## src/rtl/pila_retorno.sv

```systemverilog
`timescale 1ns/1ps
// pila_retorno: return-address stack (LIFO) for subroutine call/return.
// The control unit pushes PC+1 on a call. On a return, the top-of-stack
// output q feeds the PC-source mux, so the saved address is loaded into
// the PC on the same edge that pops it.
//
// Ports:
//   clk      system clock, rising edge active
//   reset    asynchronous, active-high reset
//   push     store d on top of stack at next rising edge
//   pop      remove top entry at next rising edge
//   clr_err  synchronous clear of ovf/unf
//   d        address to push (PC+1)
//   q        current top-of-stack, combinational (0 when empty)
//   count    number of valid entries, 0..DEPTH
//   empty    count == 0
//   full     count == DEPTH
//   ovf      sticky: push attempted while full
//   unf      sticky: pop attempted while empty
module pila_retorno #(
  parameter int unsigned WIDTH = 10,
  parameter int unsigned DEPTH = 16,
  parameter int unsigned PTRW  = 4
) (
  input  logic             clk,
  input  logic             reset,
  input  logic             push,
  input  logic             pop,
  input  logic             clr_err,
  input  logic [WIDTH-1:0] d,
  output logic [WIDTH-1:0] q,
  output logic [PTRW:0]    count,
  output logic             empty,
  output logic             full,
  output logic             ovf,
  output logic             unf
);

  logic [WIDTH-1:0] mem [DEPTH];
  logic [PTRW:0]    sp;
  logic [PTRW-1:0]  top_idx;
  logic [PTRW-1:0]  waddr;

  logic do_push;   // plain push with room
  logic do_pop;    // plain pop with data
  logic do_repl;   // push+pop on non-empty: overwrite top (tail call)
  logic do_first;  // push+pop on empty: behaves as a plain push
  logic ovf_set;
  logic unf_set;
  logic we;

  assign empty   = (sp == '0);
  assign full    = (sp == (PTRW+1)'(DEPTH));
  assign count   = sp;
  assign top_idx = PTRW'(sp - 1'b1);
  assign q       = empty ? '0 : mem[top_idx];

  always_comb begin
    do_push  = push & ~pop & ~full;
    ovf_set  = push & ~pop &  full;
    do_pop   = pop  & ~push & ~empty;
    unf_set  = pop  & ~push &  empty;
    do_repl  = push &  pop  & ~empty;
    do_first = push &  pop  &  empty;
    we       = do_push | do_repl | do_first;
    // Replace writes the current top; every other write lands at sp,
    // which is below DEPTH whenever a write is permitted.
    waddr    = do_repl ? top_idx : sp[PTRW-1:0];
  end

  always_ff @(posedge clk or posedge reset) begin
    if (reset) begin
      sp  <= '0;
      ovf <= 1'b0;
      unf <= 1'b0;
    end else begin
      if (do_push || do_first) begin
        sp <= sp + 1'b1;
      end else if (do_pop) begin
        sp <= sp - 1'b1;
      end

      // A newly detected error takes priority over the clear.
      if (ovf_set) begin
        ovf <= 1'b1;
      end else if (clr_err) begin
        ovf <= 1'b0;
      end

      if (unf_set) begin
        unf <= 1'b1;
      end else if (clr_err) begin
        unf <= 1'b0;
      end
    end
  end

  // Storage is deliberately not reset; only sp defines which entries are valid.
  always_ff @(posedge clk) begin
    if (we) begin
      mem[waddr] <= d;
    end
  end

endmodule

```

## config.mk

```make
export PLATFORM = sky130hd
export DESIGN_NAME = pila_retorno
export DESIGN_NICKNAME = d
export VERILOG_FILES = /design/src/rtl/pila_retorno.sv
export SDC_FILE = /design/constraint.sdc
export NUM_CORES = 1
export LEC_CHECK = 0
export CAP_MARGIN = 40
export CELL_PAD_IN_SITES_DETAIL_PLACEMENT = 1
export CELL_PAD_IN_SITES_GLOBAL_PLACEMENT = 1
export CORE_MARGIN = 2
export CORE_UTILIZATION = 50
export DETAILED_ROUTE_END_ITERATION = 8
export PLACE_DENSITY_LB_ADDON = 0.1
export SLEW_MARGIN = 20
export SYNTH_ARGS = -nofsm -noshare
export SYNTH_HDL_FRONTEND = slang
export SYNTH_SLANG_ARGS = --single-unit
```

## constraint.sdc

```tcl
create_clock -name clk -period 4.4 [get_ports clk]
set_clock_uncertainty 0.05 [all_clocks]
set_input_delay 0.88 -clock clk [delete_from_list [all_inputs] [get_ports clk]]
set_output_delay 0.88 -clock clk [all_outputs]
set_load 0.01 [all_outputs]
```

Word-level counts from Yosys, hierarchy flattened
Memory sizes are Yosys's and may differ from the RTL's.
Index checks and enable logic that the tools add are counted.
{ "word_totals": {"register_bits": 7, "mem_bits_rw": 160, "inputBits": 15, "out_inout_bits": 19, "elab_cells": 36, "n_memories": 1} }
{ "op_classes": {"add_sub_neg": 2, "eq_ne": 1, "n_mux": 9, "n_bitwise": 15, "reduce_logical": 5} }
{ "memory_table": {"columns": ["name", "depth", "width", "read_ports", "rd_clocked_by_memory_dff", "wr", "line_no", "source"], "rows": [
  ["mem", 16, 10, 1, 0, 1, "39", "logic [WIDTH-1:0] mem [DEPTH];"]
]} }
{ "ops": {"columns": ["op", "n"], "rows": [
  ["10-bit two-way mux", 1],
  ["5-bit two-way mux", 2],
  ["1-bit bitwise AND", 9],
  ["2-bit nonzero test", 3],
  ["5-bit by 1-bit adder with 5-bit output, second input constant", 1],
  ["5-bit == test, second input constant", 1],
  ["5-bit logical NOT", 1],
  ["1-bit two-way mux", 5],
  ["5-bit by 1-bit subtractor with 5-bit output, second input constant", 1],
  ["4-bit two-way mux", 1],
  ["1-bit NOT", 4],
  ["1-bit bitwise OR", 2],
  ["1-bit logical OR", 1]
]} }

Longest topological paths before layout
{ "logic_depth": {"word_depth": 7, "depth_mapped": 10, "mapped_depth_nobuf": 8} }

Worst setup path after synthesis
Ideal clock, no wire load.
{ "synth_timing": {"path_kind": "flip-flop to output port", "start": "register sp[0], in the netlist count[0]", "end": "output port q[0]", "arrival_time_ns": 2.508, "required_time_ns": 3.470, "setup_slack_ns": 0.962, "path_stages_with_launch": 10, "path_buffers": 4, "cell_sequence": "dfrtp_1 > buf_6 > buf_2 > inv_1 > ha_1 > clkbuf_1 > clkbuf_1 > mux4_2 > nand2b_1 > nand4_1"} }
{ "synth_via": {"elab_chain_len": 3, "word_cells_on_any_way": 4, "cone_classes": "1 x add/sub; 1 x mux; 1 x reduce/logical; 1 x memory"} }
{ "synth_rtl": {"columns": ["item", "line_no", "source"], "rows": [
  ["start: declaration", "40", "logic [PTRW:0] sp;"],
  ["start signal: assignment", "78", "sp <= sp + 1'b1;"],
  ["start signal: assignment", "80", "sp <= sp - 1'b1;"],
  ["5-bit by 1-bit subtractor with 5-bit output", null, null],
  ["memory read 16 x 10 bit", null, null],
  ["10-bit two-way mux (*)", "56", "assign q = empty ? '0 : mem[top_idx];"],
  ["end: declaration", "31", "output logic [WIDTH-1:0] q,"]
]} }
Every way passes the cells marked *; elsewhere a longest branch is shown, timed or not.

Final worst setup path
{ "layout_timing": {"start": "register sp[0], in the netlist count[0]", "end": "output port q[3]"} }
Same word-level chain as after synthesis.

==> key figures <==
Global route
  • Initial antenna violation count: 0
  • Overall routing resource usage: 24.17%
  • Global-route wire length before repair: 24,240 um
  • GRT Residual Overflow: 0
  • Pin count of the biggest net entering global routing: 40
  • Vias in the first global route: 3,842

Finish
  • Share of post-route cells with drive strength above 1: 22.55%
  • Finished Layout Cells: 615
  • Nets: 443
  • Ant diodes: 0
  • Filler Cell Count: around 1,100
  • Area Overhead vs Synth: 18.86%

Synth
  • Syn avg cell area: 18.69 um2
  • List of most frequent post-synthesis cells: edfxtp_1 (160), nand2b_1 (43), mux4_2 (40)
  • Cell Area, Synth: around 0.0069 mm2
  • Synth area leader: edfxtp_1
  • Synth Register Bits: 167
  • Synth Instances: between 300 and 400
  • Yosys top cell area share: roughly 70%
  • Synth async-reset ratio: ~4.2%
  • Count leader, synth: edfxtp_1
  • Sequential share of the synthesized area: 72.60%
  • Number of synthesized flops with an enable pin: 160
  • Syn. warnings: 0
  • Synth area leaders: edfxtp_1 (70%), mux4_2 (13%), nand2b_1 (3.9%)
  • Synthesized netlist net count: between 300 and 400
  • Synth Flop Type: edfxtp_1
  • Netlist cell types: 41

Floorplan
  • Core ar.: 0.01330 mm2
  • Chip width: 121.1 um
  • # rows: 42
  • Starting Density: 51.59%
  • Die area: about 0.015 mm2
  • Die H: 121.1 um
  • Boundary Pins: 34

Setup path
  • Critical Path Sink Type: primary output
  • Worst reg2reg path startpoint: count[0]$_DFFE_PP0P_
  • CP Data Arrival Time: 3.17 ns
  • CP Launch Type: flip-flop
  • Worst Reg2Reg Path Length in Cells: 8
  • Worst Path Required: 3.47 ns
  • Crit. Startpoint: count[0]$_DFFE_PP0P_
  • Worst reg2reg endpoint: mem[0][7]$_DFFE_PP_
  • CP Class: reg -> out
  • Reg2Reg Setup Slack: 0.84 ns
  • Critical path peak fanout: 39

Job
  • Max-cap violations: 0

Timing
  • Upper clock frequency limit: ~240 MHz
  • Final Critical Period: 4.102 ns
  • Setup TNS: 0 ns
  • Final setup fails: 0
  • Hold WS: 0.4692 ns
  • Worst-Margin Slew: between 0.7 and 0.8 ns
  • Slew HR: a little under half
  • Fin. Hold Viols: 0
  • Slew Viols, Final: 0
  • Final period utilization: approximately 93%
  • RSZ-0062 raised after global routing: no

Clock tree
  • Skew-Pair Late Insertion Delay: 0.43 ns
  • Num CTS Buffers: 17
  • Root buf cell: clkbuf_16
  • Setup Buffers After CTS: 0
  • Clock slew at reported path FFs: 0.06 ns
  • Clk sinks: 167
  • Hold-fix buffers at CTS: 0
  • Post-CTS resize count: 0
  • Max Root-Sink Buffers: 2
  • TritonCTS clock tree: built
  • H-Tree Depth: 4

Placed design
  • Post-Place Cells: 582
  • Number of port buffers: 33
  • Dpl hpwl: 9938 um
  • Placer's final routability congestion estimate: 0.7288

Run status
  • Status: complete, no violations

Hold path
  • Worst hold endpoint: ovf$_DFFE_PP0P_
  • Hold path startpoint: ovf$_DFFE_PP0P_
  • Hold Crit Depth: 2
  • Worst Hold Class: reg -> reg

Route
  • Avg Vias per Cell: 5.829
  • Routed len/inst: 26.20 um
  • Vias: 3,585
  • DRT Pass-1 Iters: 4
  • ANT nets after route: 0
  • # DRC: 0
  • Final wirelength: 16,110 um
  • Initial DRC count: 398

Power and ir drop
  • Worst VDD drop: 0.3828 mV
  • Leak: around 2.7 nW
  • Pwr dens: around 730 mW/mm2
[metrics by stage]
| step | utilization, % | worst slack [ns] | power (W) | area (um2) |
|---|---|---|---|---|
| final | 61.32 | 0.2980 | 0.005918 | 8153 |
| after detailed placement | 56.48 | 0.7375 | 0.004345 | 7510 |
| after floorplan | - | 0.9619 | 0.003441 | 6859 |
| after global routing | 61.32 | 0.1354 | 0.006175 | 8153 |
| after global placement | 56.48 | 0.7750 | 0.004305 | 7510 |
| after CTS | 61.26 | 0.2505 | 0.005966 | 8145 |
[sequential cells by signal, indices dropped and copies added (netlist names)]
signal	flops
count	5
mem	160
ovf	1
unf	1
[worst max-delay path, stage by stage (launching register included)]
cell and delay (ns):
dfrtp_4 0.65, inv_1 0.18, ha_2 0.48, buf_12 0.28, mux4_2 0.36, nand2b_1 0.09
nand4_1 0.16, clkdlybuf4s50_1 0.52
[placed cells by master (no fill, tap or decap), types with 2 or more instances in the layout]
master,n
edfxtp_1,160
nand2b_1,43
mux4_2,40
clkdlybuf4s50_1,33
nor2_1,22
buf_4,22
clkbuf_16,17
nand4_1,10
inv_1,9
mux2i_1,6
dfrtp_1,6
o21ai_0,5
nand2_1,5
bufinv_16,5
xnor2_1,4
a31oi_1,4
and2_1,3
nor2b_1,3
a2bb2oi_1,3
nor3_1,3
clkbuf_1,3
clkinv_2,3
a21oi_1,2
o22ai_1,2
or2_1,2
clkinv_4,2
[kinds of logic after synthesis]
| logic type | Yosys count | synth area share (%) |
|---|---|---|
| compound gates | 21 | 2.061 |
| xor+xnor | 5 | 0.7479 |
| fa+ha+maj | 2 | 0.3648 |
| buf+inv | 25 | 1.715 |
| flops | 167 | 72.60 |
| mux | 46 | 14.01 |
| simple gates | 101 | 8.501 |
[metal layers]
metal	part of all wire, %	GRT usage, %	wire length, um
met1	43	32.45	6888
met2	50	39.04	8105
met3	4.6	4.934	739
met4	2.3	9.738	377
met5	0	0	0
[power breakdown]
| group | switching [W] | total, W | internal, W |
|---|---|---|---|
| clock | 0.000602 | 0.00161 | 0.00101 |
| combinational | 0.00112 | 0.00223 | 0.00111 |
| sequential | 0.000140 | 0.00208 | 0.00194 |
| total | 0.00186 | 0.00592 | 0.00405 |
[area by class of cell]
type | count | area, um2 | share of cell area [%]
sequential | 167 | 4984 | 61.13
multi-input combinational | 175 | 1764 | 21.64
timing repair buffer | 56 | 515.5 | 6.323
clock buffer | 20 | 436.7 | 5.356
tap | 176 | 220.2 | 2.701
clock inverter | 12 | 198.9 | 2.440
inverter | 9 | 33.78 | 0.4144
[worst max path at each step]
| stage | depth (start not counted) | slack [ns] | to |
|---|---|---|---|
| finish | 7 | 0.30 | q[3] |
| CTS | 7 | 0.25 | q[9] |
| floorplan | 9 | 0.96 | q[0] |
| global route | 7 | 0.14 | q[3] |
| detailed placement | 7 | 0.74 | q[3] |
| global placement | 7 | 0.78 | mem[0][5]$_DFFE_PP_ |
No activity file was read; power rests on OpenSTA's default activity.
